`config.mk`:
```
export PLATFORM = sky130hd
export DESIGN_NAME = pipelined_adder_flat
export DESIGN_NICKNAME = d
export VERILOG_FILES = /design/src/rtl/pipelined_adder_if.sv /design/src/rtl/pipelined_adder.sv /design/src/flat_wrapper.sv
export SDC_FILE = /design/constraint.sdc
export NUM_CORES = 1
export LEC_CHECK = 0
export BUFFER_PORTS_ARGS = -buffer_cell sky130_fd_sc_hd__buf_2
export CAP_MARGIN = 10
export CORE_MARGIN = 2
export CORE_UTILIZATION = 57
export CTS_CLUSTER_SIZE = 10
export DETAILED_ROUTE_END_ITERATION = 16
export GPL_TIMING_DRIVEN = 0
export PLACE_DENSITY = 0.79
export SKIP_LAST_GASP = 1
export SYNTH_ARGS = -nofsm -noshare
export SYNTH_HDL_FRONTEND = slang
export SYNTH_SLANG_ARGS = --single-unit
```
`constraint.sdc`:
```
create_clock -name i_clk -period 3.25 [get_ports i_clk]
set_input_delay 0 -clock i_clk [delete_from_list [all_inputs] [get_ports i_clk]]
set_output_delay 0 -clock i_clk [all_outputs]
set_load 0.05 [all_outputs]
```
`src/rtl/pipelined_adder_if.sv`:
```
// Handshake and operand bundle for pipelined_adder.
// The slave modport is the adder's view; the master modport is the
// environment's view (producer on the input side, consumer on the output side).
interface pipelined_adder_if #(
   parameter int WIDTH = 16
);
   logic             i_valid;
   logic             o_ready;
   logic [WIDTH-1:0] i_a;
   logic [WIDTH-1:0] i_b;
   logic             i_cin;
   logic             i_sub;
   logic             o_valid;
   logic             i_ready;
   logic [WIDTH-1:0] o_sum;
   logic             o_carry;
   logic             o_ovf;

   modport slave (
      input  i_valid,
      input  i_a,
      input  i_b,
      input  i_cin,
      input  i_sub,
      input  i_ready,
      output o_ready,
      output o_valid,
      output o_sum,
      output o_carry,
      output o_ovf
   );

   modport master (
      output i_valid,
      output i_a,
      output i_b,
      output i_cin,
      output i_sub,
      output i_ready,
      input  o_ready,
      input  o_valid,
      input  o_sum,
      input  o_carry,
      input  o_ovf
   );
endinterface

```
`src/rtl/pipelined_adder.sv`:
```
// Pipelined two's-complement adder/subtractor.
// Each stage adds one SEG-bit slice; the slice carry is registered between
// stages. Operands travel with the beat so later stages find their slice,
// and finished low slices travel with it so the whole sum leaves at once.
// The pipeline moves as a single unit: it stalls only when the output
// holds a beat the consumer is not taking.
module pipelined_adder #(
   parameter int WIDTH = 16,
   parameter int SEG   = 4
) (
   input logic i_clk,
   input logic i_rst,
   pipelined_adder_if.slave bus
);
   localparam int STAGES = WIDTH / SEG;

   logic en;

   // Inputs presented to stage k: index 0 comes from the bus, index k>0
   // from the registers of stage k-1.
   logic [WIDTH-1:0] a_in [STAGES];
   logic [WIDTH-1:0] b_in [STAGES];
   logic [WIDTH-1:0] s_in [STAGES];
   logic             c_in [STAGES];
   logic             v_in [STAGES];

   logic             valid_q;
   logic [WIDTH-1:0] sum_q;
   logic             carry_q;
   logic             ovf_q;

   assign en          = !(valid_q && !bus.i_ready);
   assign bus.o_ready = en;
   assign bus.o_valid = valid_q;
   assign bus.o_sum   = sum_q;
   assign bus.o_carry = carry_q;
   assign bus.o_ovf   = ovf_q;

   // Subtraction is A + ~B + ~borrow; the borrow inversion folds into one xor.
   assign a_in[0] = bus.i_a;
   assign b_in[0] = bus.i_sub ? ~bus.i_b : bus.i_b;
   assign c_in[0] = bus.i_sub ^ bus.i_cin;
   assign v_in[0] = bus.i_valid;
   assign s_in[0] = '0;

   for (genvar k = 0; k < STAGES; k++) begin : g_stage
      logic [SEG:0]     seg_sum;
      logic [WIDTH-1:0] s_nxt;

      assign seg_sum = {1'b0, a_in[k][k*SEG +: SEG]}
                     + {1'b0, b_in[k][k*SEG +: SEG]}
                     + {{SEG{1'b0}}, c_in[k]};

      // Merge this stage's slice into the partial sum carried by the beat.
      always_comb begin
         s_nxt                = s_in[k];
         s_nxt[k*SEG +: SEG]  = seg_sum[SEG-1:0];
      end

      if (k < STAGES - 1) begin : g_mid
         logic [WIDTH-1:0] a_q;
         logic [WIDTH-1:0] b_q;
         logic [WIDTH-1:0] s_q;
         logic             c_q;
         logic             v_q;

         // Stage register: operands (skew), partial sum (deskew), slice carry, valid.
         always_ff @(posedge i_clk or posedge i_rst) begin
            if (i_rst) begin
               a_q <= '0;
               b_q <= '0;
               s_q <= '0;
               c_q <= 1'b0;
               v_q <= 1'b0;
            end else if (en) begin
               a_q <= a_in[k];
               b_q <= b_in[k];
               s_q <= s_nxt;
               c_q <= seg_sum[SEG];
               v_q <= v_in[k];
            end
         end

         assign a_in[k+1] = a_q;
         assign b_in[k+1] = b_q;
         assign s_in[k+1] = s_q;
         assign c_in[k+1] = c_q;
         assign v_in[k+1] = v_q;
      end else begin : g_last
         // Output register: full sum, top carry, and signed overflow of the beat.
         always_ff @(posedge i_clk or posedge i_rst) begin
            if (i_rst) begin
               valid_q <= 1'b0;
               sum_q   <= '0;
               carry_q <= 1'b0;
               ovf_q   <= 1'b0;
            end else if (en) begin
               valid_q <= v_in[k];
               sum_q   <= s_nxt;
               carry_q <= seg_sum[SEG];
               ovf_q   <= (a_in[k][WIDTH-1] == b_in[k][WIDTH-1])
                       && (s_nxt[WIDTH-1] != a_in[k][WIDTH-1]);
            end
         end
      end
   end
endmodule

```
`src/flat_wrapper.sv`:
```
// flat-port wrapper written by rule: the top's interface ports become plain ports
module pipelined_adder_flat 
#(
   parameter int WIDTH = 16,
   parameter int SEG   = 4
)
  (i_clk, i_rst, bus_i_valid, bus_i_a, bus_i_b, bus_i_cin, bus_i_sub, bus_i_ready, bus_o_ready, bus_o_valid, bus_o_sum, bus_o_carry, bus_o_ovf);
  pipelined_adder_if #(.WIDTH(WIDTH)) bus_i ();
  input logic i_clk;
  input logic i_rst;
  input wire logic [$bits(bus_i.i_valid)-1:0] bus_i_valid;
  input wire logic [$bits(bus_i.i_a)-1:0] bus_i_a;
  input wire logic [$bits(bus_i.i_b)-1:0] bus_i_b;
  input wire logic [$bits(bus_i.i_cin)-1:0] bus_i_cin;
  input wire logic [$bits(bus_i.i_sub)-1:0] bus_i_sub;
  input wire logic [$bits(bus_i.i_ready)-1:0] bus_i_ready;
  output wire logic [$bits(bus_i.o_ready)-1:0] bus_o_ready;
  output wire logic [$bits(bus_i.o_valid)-1:0] bus_o_valid;
  output wire logic [$bits(bus_i.o_sum)-1:0] bus_o_sum;
  output wire logic [$bits(bus_i.o_carry)-1:0] bus_o_carry;
  output wire logic [$bits(bus_i.o_ovf)-1:0] bus_o_ovf;
  assign bus_i.i_valid = bus_i_valid;
  assign bus_i.i_a = bus_i_a;
  assign bus_i.i_b = bus_i_b;
  assign bus_i.i_cin = bus_i_cin;
  assign bus_i.i_sub = bus_i_sub;
  assign bus_i.i_ready = bus_i_ready;
  assign bus_o_ready = bus_i.o_ready;
  assign bus_o_valid = bus_i.o_valid;
  assign bus_o_sum = bus_i.o_sum;
  assign bus_o_carry = bus_i.o_carry;
  assign bus_o_ovf = bus_i.o_ovf;
  pipelined_adder #(.WIDTH(WIDTH), .SEG(SEG)) u_core (.i_clk(i_clk), .i_rst(i_rst), .bus(bus_i));
endmodule
```
### After elaboration in Yosys (flattened, before gate mapping)

Cells that the tools add are included.

| cells by class | value |
|---|---|
| add/subtract/negate cells | 8 |
| equal/unequal tests | 2 |
| multiplexer cells | 1 |
| bitwise logic cells | 2 |
| reduce and logical (&&, ||, !) cells | 4 |

Operators by type and width:

| operator | number |
|---|---|
| 4-bit by 4-bit adder with 5-bit output | 4 |
| 5-bit by 1-bit adder with 5-bit output | 4 |
| 16-bit two-way mux | 1 |
| 16-bit NOT | 1 |
| 1-bit logical AND | 2 |
| 1-bit zero test | 2 |
| 1-bit == test | 1 |
| 1-bit inequality test | 1 |
| 1-bit XOR | 1 |

| word-level totals | value |
|---|---|
| flip-flop bits (word level) | 145 |
| bits of input ports | 38 |
| output and inout bits | 20 |
| logic and storage cells | 36 |

### Depth between registers and ports, before layout

Gate-level depths: netlist of the first run.

| logic depth | value |
|---|---|
| depth after elaboration | 4 |
| depth in mapped cells | 8 |
| mapped depth without buffers | 6 |

### Least setup slack after synthesis of the first run

OpenSTA, ideal clock, no wires.

| timing | value |
|---|---|
| path type | input to register |
| start point | input bus_i_sub |
| end point | register u_core.g_stage[0].g_mid.c_q |
| arrival time | 1,710 ps |
| required time | 3,110 ps |
| setup slack | 1,400 ps |
| cell stages on the path | 8 |
| buffers on the path | 2 |
| path through | buf_4 -> buf_4 -> xor2_1 -> fa_1 -> fa_1 -> a21o_1 -> a21oi_1 -> a21oi_1 |

| between the ends | value |
|---|---|
| word-level cells in the longest chain between the ends | 3 |
| elaborated cells on any way between the ends | 4 |
| classes of those cells | add/sub: 2; mux: 1; bitwise: 1 |

RTL lines:

| what | line | RTL |
|---|---|---|
| from (decl) | flat_wrapper.sv:15 | `input wire logic [$bits(bus_i.i_sub)-1:0] bus_i_sub;` |
| 16-bit two-way mux | pipelined_adder.sv:41 | `assign b_in[0] = bus.i_sub ? ~bus.i_b : bus.i_b;` |
| 4-bit by 4-bit adder with 5-bit output | pipelined_adder.sv:51 | `+ {1'b0, b_in[k][k*SEG +: SEG]}` |
| 5-bit by 1-bit adder with 5-bit output * | pipelined_adder.sv:52 | `+ {{SEG{1'b0}}, c_in[k]};` |
| to (signal assigned) | pipelined_adder.sv:79 | `c_q <= seg_sum[SEG];` |
| to (decl) | pipelined_adder.sv:64 | `logic c_q;` |

Mark *: on every way between the ends. The rest lies on a longest branch, timed or not.
A chain may end at the register's enable or synchronous reset.

### Final worst setup path of the first run

| timing | value |
|---|---|
| start point | register u_core.g_stage[0].g_mid.c_q |
| end point | register u_core.g_stage[1].g_mid.c_q |

| between the ends | value |
|---|---|
| word-level cells in the longest chain between the ends | 1 |

RTL lines:

| what | line |
|---|---|
| 5-bit by 1-bit adder with 5-bit output | pipelined_adder.sv:52 |
| to (signal assigned) | pipelined_adder.sv:79 |
| to (decl) | pipelined_adder.sv:64 |

No other way between the ends.

==> impl_metrics.env, run 1 <==
export IMPL_drt_pre_antenna_iters=4
export IMPL_cts_hold_repair_buffers=26
export IMPL_final_common_cell="nand2_1"
export IMPL_fin_hold_ws_ns=0.004277
export IMPL_worst_clock_skew_ns=0.008972
export IMPL_maxCapViolCount=0
export IMPL_synthesis_yosys_warnings=0
export IMPL_design_die_area_mm2=0.008290
export IMPL_first_iter_violations=179
export IMPL_switching_share_pct=42.51
export IMPL_power_switching_uw=2102
export IMPL_synthCells=462
export IMPL_grt_use_total_pct=22.75
export IMPL_grt_overflow_total=0
export IMPL_final_cell_mix="nand2_1 (223), dfrtp_1 (97), buf_2 (67), dlygate4sd3_1 (26), o21ai_0 (18)"
export IMPL_postSynthAreaPerCell_um2=9.349
export IMPL_criticalPathCategory="reg -> reg"
export IMPL_share_of_the_yosys_chip_area_belonging_to_registers_pct=56.20
export IMPL_clock_power_share_pct=16.2
export IMPL_num_vias=3264
export IMPL_finalCritPeriodShare_pct=57.91
export IMPL_cellLeakagePower_uw=0.002723
export IMPL_clock_latency_ns=0.36
export IMPL_synth_ff_latch_count=97
export IMPL_initial_core_util_pct=59.23
export IMPL_post_cts_resized_instances=0
export IMPL_dpl_instance_area_mm2=0.004753
export IMPL_insertedDiodeCount=0
export IMPL_netlist_cell_type_count=27
export IMPL_place_gp_congestion=0.8156
export IMPL_dieWidth_um=91.05
export IMPL_mappedNetlistArea_mm2=0.004319
export IMPL_report_final_hold_viol_count=0
export IMPL_met2_length_mm=4.266
export IMPL_flow_area_growth_from_synthesis_pct=20.83
export IMPL_cts_max_level=3
export IMPL_timing_critical_path_arrival_ns=2.12
export IMPL_worst_pin_slew_ns=0.5558
export IMPL_fin_max_slew_vios=0
export IMPL_cts_clk_slew_worst_paths_ns=0.09
export IMPL_clock_sinks=97
export IMPL_crit_path_capture_type="register"
export IMPL_synth_largest_area_cell="dfrtp_1"
export IMPL_cts_buffers=9
export IMPL_worst_path_max_fanout=2
export IMPL_area_share_of_the_leading_cell_type_in_the_synthesized_netlist_pct=56.20
export IMPL_area_of_all_placed_cells_without_fillers_mm2=0.005219
export IMPL_worst_endpoint_required_ns=3.49
export IMPL_antenna_left=0
export IMPL_max_slew_margin_pct=62.95
export IMPL_post_route_cells_drive_above_1_share_pct=15.86
export IMPL_worstHoldPathType="in -> reg"
export IMPL_drt_wl_total_mm=8.713
export IMPL_multi_input_area_mm2=0.001733
export IMPL_syn_nets=520
export IMPL_core_area_mm2=0.007292
export IMPL_clock_tree_root_cell="clkbuf_8"
export IMPL_num_fill_cells=593
export IMPL_detail_route_wirelength_met1_mm=3.960
export IMPL_pin_count_of_the_biggest_net_entering_global_routing=55
export IMPL_worst_ir_drop_vdd_mv=0.3640
export IMPL_vias_per_cell=4.945
export IMPL_grt_setup_unrepaired="false"
export IMPL_initial_antenna_violation_count=0
export IMPL_routed_wl_met3_um=349
export IMPL_finalWorstPathRequiredPeriod_ns=1.882
export IMPL_floorplan_io_pins=58
export IMPL_wire_per_inst_um=13.20
export IMPL_dp_hpwl_mm=6.289
export IMPL_power_sequential_fraction_pct=41.8
export IMPL_fp_row_count=31
export IMPL_port_bufs=56
export IMPL_result_of_the_run="finished clean"
export IMPL_fin_cells=660
export IMPL_power_density_mw_per_mm2=947.8
export IMPL_postCtsSetupBuffers=0
export IMPL_post_layout_total_power_uw=4946
export IMPL_final_setup_viol_count=0
export IMPL_finalNetCount=614
export IMPL_clockBufferDepth=2
export IMPL_ys_top_cells_by_area="dfrtp_1 (56%), nand2_1 (19%), fa_1 (3.7%)"
export IMPL_drc=0
export IMPL_clock_fmax_ghz=0.5314
export IMPL_tritoncts="done"
export IMPL_die_height_um=91.05
export IMPL_placed_cells_incl_taps=618
export IMPL_p_int_uw=2844
export IMPL_first_global_vias=3241
export IMPL_power_share_combinational_pct=42.0
export IMPL_top_layer_used="met4"
export IMPL_sequential_cell_area_mm2=0.002427
export IMPL_start_kind="register"
export IMPL_global_route_wire_length_before_repair_mm=14.94
-- final cells by class --
cell class	instances	area share, %
multi-input combinational	331	33.21
buffer	23	2.206
clock inverter	5	1.223
clock buffer	11	2.709
sequential	97	46.51
tap	99	2.374
timing repair buffer	83	10.88
inverter	11	0.8871
-- state kept, by name (all words and copies together) (netlist names) --
name and count:
u_core.bus.o_sum 16, u_core.g_stage.g_mid.c_q 3, u_core.g_stage.g_mid.a_q 24, u_core.bus.o_carry 1, u_core.bus.o_ovf 1, u_core.bus.o_valid 1, u_core.g_stage.g_mid.s_q 24, u_core.g_stage.g_mid.b_q 24
u_core.g_stage.g_mid.v_q 3
-- path summary, 6_finish.rpt --
path	start	cells after the start	slack, ns	end
min in group asynchronous	i_rst	3	0.24	u_core.bus.o_sum[1]
setup / recovery	u_core.g_stage[0].g_mid.c_q	5	1.37	u_core.g_stage[1].g_mid.c_q
max in group asynchronous	i_rst	4	2.37	u_core.g_stage[0].g_mid.b_q[7]
hold reg to reg	u_core.bus.o_sum[1]	2	0.47	u_core.bus.o_sum[1]
setup reg to reg	u_core.g_stage[0].g_mid.c_q	5	1.37	u_core.g_stage[1].g_mid.c_q
hold / removal	bus_i_sub	3	0.004	u_core.g_stage[0].g_mid.b_q[11]
-- critical path, stage by stage (launching register included) --
cell and delay [ns]:
dfrtp_1 0.41, fa_1 0.48, fa_1 0.43, a21o_1 0.19, a21oi_1 0.17, a21oi_1 0.08
-- stage by stage --
| stage | util (%) | setup slack [ns] | setup TNS, ns |
|---|---|---|---|
| after floorplan | - | 0.7163 | 0 |
| after global placement | 64.77 | -0.2477 | -23.69 |
| after detailed placement | 65.19 | 1.240 | 0 |
| after CTS | 71.57 | 1.356 | 0 |
| after global routing | 71.57 | 1.304 | 0 |
| final | 71.57 | 1.368 | 0 |
-- synth_stat cells --
| cell type | instances |
|---|---|
| nand2_1 | 223 |
| dfrtp_1 | 97 |
| o21ai_0 | 18 |
| xnor2_1 | 15 |
| a21oi_1 | 13 |
| ha_1 | 12 |
| buf_2 | 11 |
| inv_1 | 10 |
| clkbuf_1 | 9 |
| fa_1 | 8 |
| nor2_1 | 7 |
| xor2_1 | 6 |
| a21o_1 | 4 |
| nand3_1 | 4 |
| nor2b_1 | 4 |
| mux2i_1 | 3 |
| o2111ai_1 | 3 |
| or4_1 | 3 |
| a211oi_1 | 2 |
| a21boi_0 | 2 |
| buf_4 | 2 |
| buf_6 | 1 |
| inv_4 | 1 |
| nand2b_1 | 1 |
| nor2b_4 | 1 |
| o31ai_1 | 1 |
| o41ai_1 | 1 |
-- power groups by stage --
| stage | combinational (uW) | sequential, uW | clock [uW] |
|---|---|---|---|
| 2_1_floorplan | 1170 | 2400 | 0 |
| 4_1_cts | 2090 | 2060 | 809 |
| 5_1_grt | 2310 | 2130 | 866 |
| 6_report | 2080 | 2070 | 803 |
| 3_5_place_dp | 2060 | 2090 | 0 |
| 3_3_place_gp | 1950 | 2060 | 0 |
-- kinds of logic after synthesis --
group                      count (synthesis)  share of synthesized area [%]
adders and majority gates                 20                          7.184
xor gates and xnor gates                  21                          4.258
buffers and inverters                     34                          3.679
DFF                                       97                          56.20
AOI/OAI and AO/OA                         44                          5.968
muxes                                      3                         0.6953
and+or+nand+nor                          243                          22.02
-- routing by layer --
layer / global-route usage, % / up-vias
met5: 0 / -
li1: - / 1643
met1: 30.65 / 1546
met2: 37.90 / 66
met3: 2.822 / 9
met4: 8.965 / 0
(Power assumes the default switching activity.)
==> inputs of run 2 (changes only) <==
Settings changed: CORE_UTILIZATION 57 to 52, PLACE_DENSITY 0.79 to 0.76.
Clock period 3.25 ns to 1.69 ns, I/O delays scaled along.
==> run 2 against run 1 <==
  * The flow now finishes with violations (negative hold slack, negative setup slack)
  * Sequential share of layout area is 1.7 points lower
  * Critical path depth is the same
  * Total power up 100%
  * Routed wire length up 3.7%
  * Final area rose by 3.8%
  * First-iteration DRC count is 12% lower
  * Register-to-register slack worse by 1.4 ns
  * Largest cell class unchanged
  * Highest routed layer unchanged
==> impl_metrics.env, run 2 (synthesis results as in run 1) <==
export IMPL_clock_tree_root_cell="clkbuf_8"
export IMPL_finalCoreUtilization_pct=66.57
export IMPL_busiest_layer="met2"
export IMPL_crit_path_capture_type="register"
export IMPL_insertedDiodeCount=0
export IMPL_drt_wl_total_mm=9.032
export IMPL_finalNetCount=623
export IMPL_clock_latency_ns=0.36
export IMPL_flow_area_growth_from_synthesis_pct=25.38
export IMPL_max_slew_margin_pct=58.98
export IMPL_power_density_mw_per_mm2=1845
export IMPL_finalCritPeriodShare_pct=102.2
export IMPL_antenna_left=0
export IMPL_finalWorstPathRequiredPeriod_ns=1.727
export IMPL_first_global_vias=3288
export IMPL_path_cells="fa_2 -> fa_2 -> a21o_1 -> a21oi_2 -> a21oi_2"
export IMPL_groute_layer_met2_usage_pct=36.21
export IMPL_worst_hold_path_stage_count=3
export IMPL_hold_start="bus_i_sub"
export IMPL_critical_path_slowest_cell="dfrtp_1"
export IMPL_min_delay_worst_endpoint="u_core.g_stage[0].g_mid.b_q[13]"
export IMPL_worst_pin_slew_ns=0.6141
export IMPL_worst_path_max_fanout=2
export IMPL_power_sequential_fraction_pct=39.7
export IMPL_cp_slowest_stage_delay_ns=0.43
export IMPL_bufs_and_invs_on_worst_path=0
export IMPL_global_route_wire_length_before_repair_mm=15.44
export IMPL_final_cell_mix="nand2_1 (223), dfrtp_1 (97), buf_2 (65), dlygate4sd3_1 (32), o21ai_0 (15)"
export IMPL_worst_ir_drop_vdd_mv=0.6436
export IMPL_r2r_cells=5
export IMPL_drc=0
export IMPL_post_layout_total_power_uw=9991
export IMPL_start_kind="register"
export IMPL_r2r_end="u_core.g_stage[1].g_mid.c_q"
export IMPL_worstHoldPathType="in -> reg"
export IMPL_first_iter_violations=157
export IMPL_floorplan_io_pins=58
export IMPL_tritoncts="done"
export IMPL_finalSetupTns_ns=-0.03698
export IMPL_violations="negative hold slack, negative setup slack"
export IMPL_grt_setup_unrepaired="true"
export IMPL_switching_share_pct=41.29
export IMPL_place_gp_congestion=0.8312
export IMPL_area_of_all_placed_cells_without_fillers_mm2=0.005415
export IMPL_clockBufferDepth=2
export IMPL_worst_clock_skew_ns=0.007280
export IMPL_drt_pre_antenna_iters=5
export IMPL_use_met1_pct=29.09
export IMPL_timing_critical_path_arrival_ns=1.98
export IMPL_worst_r2r_setup_slack_ns=-0.04
export IMPL_vias_per_cell=4.896
export IMPL_cts_max_level=3
export IMPL_initial_core_util_pct=53.10
export IMPL_post_route_cells_drive_above_1_share_pct=18.25
export IMPL_clock_sinks=97
export IMPL_die_height_um=95.14
export IMPL_fin_hold_ws_ns=-0.001188
export IMPL_cts_clk_slew_worst_paths_ns=0.09
export IMPL_registers_with_the_most_flip_flops="u_core.g_stage.g_mid.a_q x24, u_core.g_stage.g_mid.b_q x24, u_core.g_stage.g_mid.s_q x24"
export IMPL_p_int_uw=5866
export IMPL_worst_endpoint_required_ns=1.95
export IMPL_design_die_area_mm2=0.009051
export IMPL_grt_met3_usage_pct=3.953
export IMPL_num_fill_cells=619
export IMPL_cellLeakagePower_uw=0.002782
export IMPL_clock_power_share_pct=18.0
export IMPL_startpoint="u_core.g_stage[0].g_mid.c_q"
export IMPL_report_final_hold_viol_count=1
export IMPL_initial_antenna_violation_count=0
export IMPL_dp_hpwl_mm=6.287
export IMPL_dieWidth_um=95.14
export IMPL_fin_max_slew_vios=0
export IMPL_final_setup_viol_count=1
export IMPL_wire_per_inst_um=13.38
export IMPL_timing_critical_path_max_delay_family="adder cells"
export IMPL_clock_fmax_ghz=0.5790
export IMPL_cts_buffers=9
export IMPL_criticalPathCategory="reg -> reg"
export IMPL_maxCapViolCount=0
export IMPL_port_bufs=56
export IMPL_power_switching_uw=4125
export IMPL_power_share_combinational_pct=42.3
export IMPL_grt_overflow_total=0
export IMPL_dpl_instance_area_mm2=0.004806
export IMPL_layout_setup_ws_ns=-0.03698
export IMPL_result_of_the_run="finished with violations"
export IMPL_core_area_mm2=0.008134
export IMPL_num_vias=3305
export IMPL_pin_count_of_the_biggest_net_entering_global_routing=45
export IMPL_final_common_cell="nand2_1"
export IMPL_grt_use_total_pct=22.14
export IMPL_r2r_start="u_core.g_stage[0].g_mid.c_q"
export IMPL_fp_row_count=33
-- run 2: cell types whose count changed in the layout (fill, tap and decap cells not counted), sizes merged, moves of 2 or more --
cell / change
dlygate4sd3: +6
bufinv: +2
clkinvlp: +2
clkinv: -2
-- run 2: how the worst max path moves through the flow --
stage                                              to  slack [ns]  cells past startpoint
after global routing      u_core.g_stage[1].g_mid.c_q       -0.08                      5
after detailed placement  u_core.g_stage[0].g_mid.c_q       -0.11                      8
after floorplan           u_core.g_stage[0].g_mid.c_q       0.006                      8
after CTS                 u_core.g_stage[1].g_mid.c_q       -0.05                      5
after global placement    u_core.g_stage[0].g_mid.c_q        -0.1                      8
final                     u_core.g_stage[1].g_mid.c_q       -0.04                      5
-- run 2: final cells by class --
class	count	area, um2	share of cell area (%)
buffer	23	128.9	2.380
clock buffer	10	127.6	2.357
clock inverter	6	113.9	2.103
inverter	11	47.55	0.8780
multi-input combinational	331	1777	32.81
sequential	97	2427	44.82
tap	105	131.4	2.426
timing repair buffer	92	661.9	12.22
-- run 2: repair_timing --
action / CTS / global route
gates cloned: 0 / 0
pin swaps: 10 / 7
setup buffers: 2 / 0
setup endpoints to repair: 3 / 7
hold endpoints to repair: 50 / 0
gates resized for setup: 3 / 9
hold buffers: 32 / 0
-- run 2: power groups by stage --
stage | logic, uW | clock network, uW | registers (uW)
6_report | 4220 | 1800 | 3970
5_1_grt | 4730 | 1940 | 4100
4_1_cts | 4140 | 1820 | 3960
3_5_place_dp | 3960 | 0 | 4000
3_3_place_gp | 3810 | 0 | 3960
2_1_floorplan | 2280 | 0 | 4620
-- run 2: tightest hold or removal path, cell delays in order --
cell and delay (ns):
buf_6 0.12, xnor2_1 0.12, o21ai_0 0.08
-- run 2: layer usage --
layer / routed length (um) / vias to the layer above / share of wire, %
li1: - / 1654 / -
met1: 4117 / 1565 / 46
met2: 4388 / 65 / 49
met3: 348 / 21 / 3.9
met4: 177 / 0 / 2.0
met5: 0 / - / 0
-- run 2: metrics by stage --
stage | worst slack, ns | cells
after floorplan | 0.005641 | 462
after global placement | -0.09773 | 623
after detailed placement | -0.1141 | 625
after CTS | -0.05208 | 675
after global routing | -0.08358 | 675
final | -0.03698 | 675
==> inputs of run 3 (changes only) <==
Settings changed: CORE_UTILIZATION 52 to 30, PLACE_DENSITY 0.76 to not set.
==> run 3 against run 2 <==
  * The flow finishes with violations (negative setup slack)
  * First-iteration DRC count rose by 18%
  * Clock skew grew 0.00068 ns
  * Hold slack improved by 0.014 ns
  * Clock-buffer cell count unchanged
  * Final area grew 1.3%
  * Largest cell class unchanged
==> impl_metrics.env, run 3 (synthesis results as in run 1) <==
export IMPL_num_vias=3306
export IMPL_clock_sinks=97
export IMPL_maxCapViolCount=0
export IMPL_port_bufs=56
export IMPL_floorplan_io_pins=58
export IMPL_worst_hold_path_stage_count=3
export IMPL_cts_clk_slew_worst_paths_ns=0.07
export IMPL_start_kind="register"
export IMPL_global_route_wire_length_before_repair_mm=15.66
export IMPL_finalWorstPathRequiredPeriod_ns=1.708
export IMPL_grt_overflow_total=0
export IMPL_antenna_left=0
export IMPL_power_share_combinational_pct=41.3
export IMPL_finalCoreUtilization_pct=39.21
export IMPL_first_global_vias=3273
export IMPL_drt_pre_antenna_iters=5
export IMPL_placed_cells_incl_taps=700
export IMPL_worst_pin_slew_ns=0.6723
export IMPL_report_final_hold_viol_count=0
export IMPL_grt_use_total_pct=13.26
export IMPL_initial_antenna_violation_count=0
export IMPL_layout_setup_ws_ns=-0.01824
export IMPL_cellLeakagePower_uw=0.002777
export IMPL_pin_count_of_the_biggest_net_entering_global_routing=44
export IMPL_result_of_the_run="finished with violations"
export IMPL_clock_latency_ns=0.34
export IMPL_place_gp_congestion=0.7869
export IMPL_fin_hold_ws_ns=0.01289
export IMPL_power_switching_uw=4139
export IMPL_violations="negative setup slack"
export IMPL_vias_per_cell=4.444
export IMPL_fp_row_count=43
export IMPL_power_sequential_fraction_pct=39.4
export IMPL_die_height_um=124.0
export IMPL_core_area_mm2=0.01399
export IMPL_finalCritPeriodShare_pct=101.1
export IMPL_max_slew_margin_pct=55.09
export IMPL_timing_critical_path_arrival_ns=1.92
export IMPL_p_int_uw=5884
export IMPL_r2r_cells=5
export IMPL_insertedDiodeCount=0
export IMPL_clockBufferDepth=2
export IMPL_worst_endpoint_required_ns=1.90
export IMPL_fin_max_slew_vios=0
export IMPL_criticalPathCategory="reg -> reg"
export IMPL_design_die_area_mm2=0.01537
export IMPL_cts_buffers=9
export IMPL_post_route_cells_drive_above_1_share_pct=18.26
export IMPL_drt_wl_total_mm=9.378
export IMPL_initial_core_util_pct=30.88
export IMPL_first_iter_violations=186
export IMPL_finalNetCount=617
export IMPL_worst_clock_skew_ns=0.007957
export IMPL_clock_tree_root_cell="clkbuf_16"
export IMPL_dieWidth_um=124.0
export IMPL_final_cell_mix="nand2_1 (223), dfrtp_1 (97), buf_2 (65), dlygate4sd3_1 (26), o21ai_0 (17)"
export IMPL_wire_per_inst_um=12.60
export IMPL_switching_share_pct=41.29
export IMPL_final_common_cell="nand2_1"
export IMPL_clock_power_share_pct=19.3
export IMPL_grt_setup_unrepaired="true"
export IMPL_flow_area_growth_from_synthesis_pct=27.00
export IMPL_registers_with_the_most_flip_flops="u_core.g_stage.g_mid.a_q x24, u_core.g_stage.g_mid.b_q x24, u_core.g_stage.g_mid.s_q x24"
export IMPL_cts_max_level=3
export IMPL_crit_path_capture_type="register"
export IMPL_dp_hpwl_mm=7.024
export IMPL_fin_cells=744
export IMPL_worst_path_max_fanout=2
export IMPL_tritoncts="done"
export IMPL_clock_fmax_ghz=0.5854
export IMPL_drc=0
export IMPL_worstHoldPathType="in -> reg"
export IMPL_final_setup_viol_count=1
export IMPL_worst_ir_drop_vdd_mv=0.5836
export IMPL_power_density_mw_per_mm2=1827
[run 3: power groups by stage]
stage / logic, uW / registers [uW] / clock network (uW)
after global placement: 3890 / 3970 / 0
after floorplan: 2280 / 4620 / 0
after global routing: 4670 / 4080 / 2070
after CTS: 4120 / 3960 / 1990
after detailed placement: 4020 / 4000 / 0
final: 4140 / 3950 / 1940
[run 3: final cells by class]
class | instances | area [um2]
Clock inverter | 6 | 50.05
Sequential cell | 97 | 2427
Clock buffer | 10 | 239.0
Fill cell | 1408 | 8503
Multi-Input combinational cell | 331 | 1769
Tap cell | 180 | 225.2
Inverter | 11 | 47.55
Timing Repair Buffer | 86 | 598.1
Buffer | 23 | 128.9
[run 3: final timing paths]
kind,from,endpoint,slack (ns)
setup / recovery,u_core.g_stage[1].g_mid.c_q,u_core.g_stage[2].g_mid.c_q,-0.02
hold / removal,bus_i_sub,u_core.g_stage[0].g_mid.b_q[15],0.01
setup reg to reg,u_core.g_stage[1].g_mid.c_q,u_core.g_stage[2].g_mid.c_q,-0.02
hold reg to reg,u_core.bus.o_sum[1],u_core.bus.o_sum[1],0.46
max in group asynchronous,i_rst,u_core.g_stage[0].g_mid.b_q[8],0.75
min in group asynchronous,i_rst,u_core.bus.o_sum[7],0.31
[run 3: worst max-delay path: stages, from the launching register on]
cell	delay, ns
dfrtp_1	0.40
fa_2	0.41
fa_2	0.37
a21o_1	0.17
a21oi_1	0.16
a21oi_1	0.09
[run 3: what timing repair did]
item                                    CTS  global route
setup buffers                             1             1
resized for setup                         2             5
pin swaps                                 4             3
endpoints found under the setup margin    3             5
endpoints found under the hold margin    52             0
hold buffers                             26             0
[run 3: through the flow]
stage	area, um2	TNS, ns	setup slack, ns	power [uW]
after floorplan	4354	0	0.005641	6894
after global placement	4860	-9.376	-0.09964	7866
after detailed placement	4900	-0.2635	-0.1398	8021
after CTS	5463	-0.05932	-0.03429	10080
after global routing	5485	-0.1188	-0.07572	10820
final	5485	-0.01824	-0.01824	10020
[run 3: layer usage]
layer	part of all wire, %	GRT usage (%)	vias up
li1	-	-	1649
met1	45	17.30	1581
met2	48	21.77	66
met3	5.3	2.839	10
met4	1.4	4.846	0
met5	0	0	-
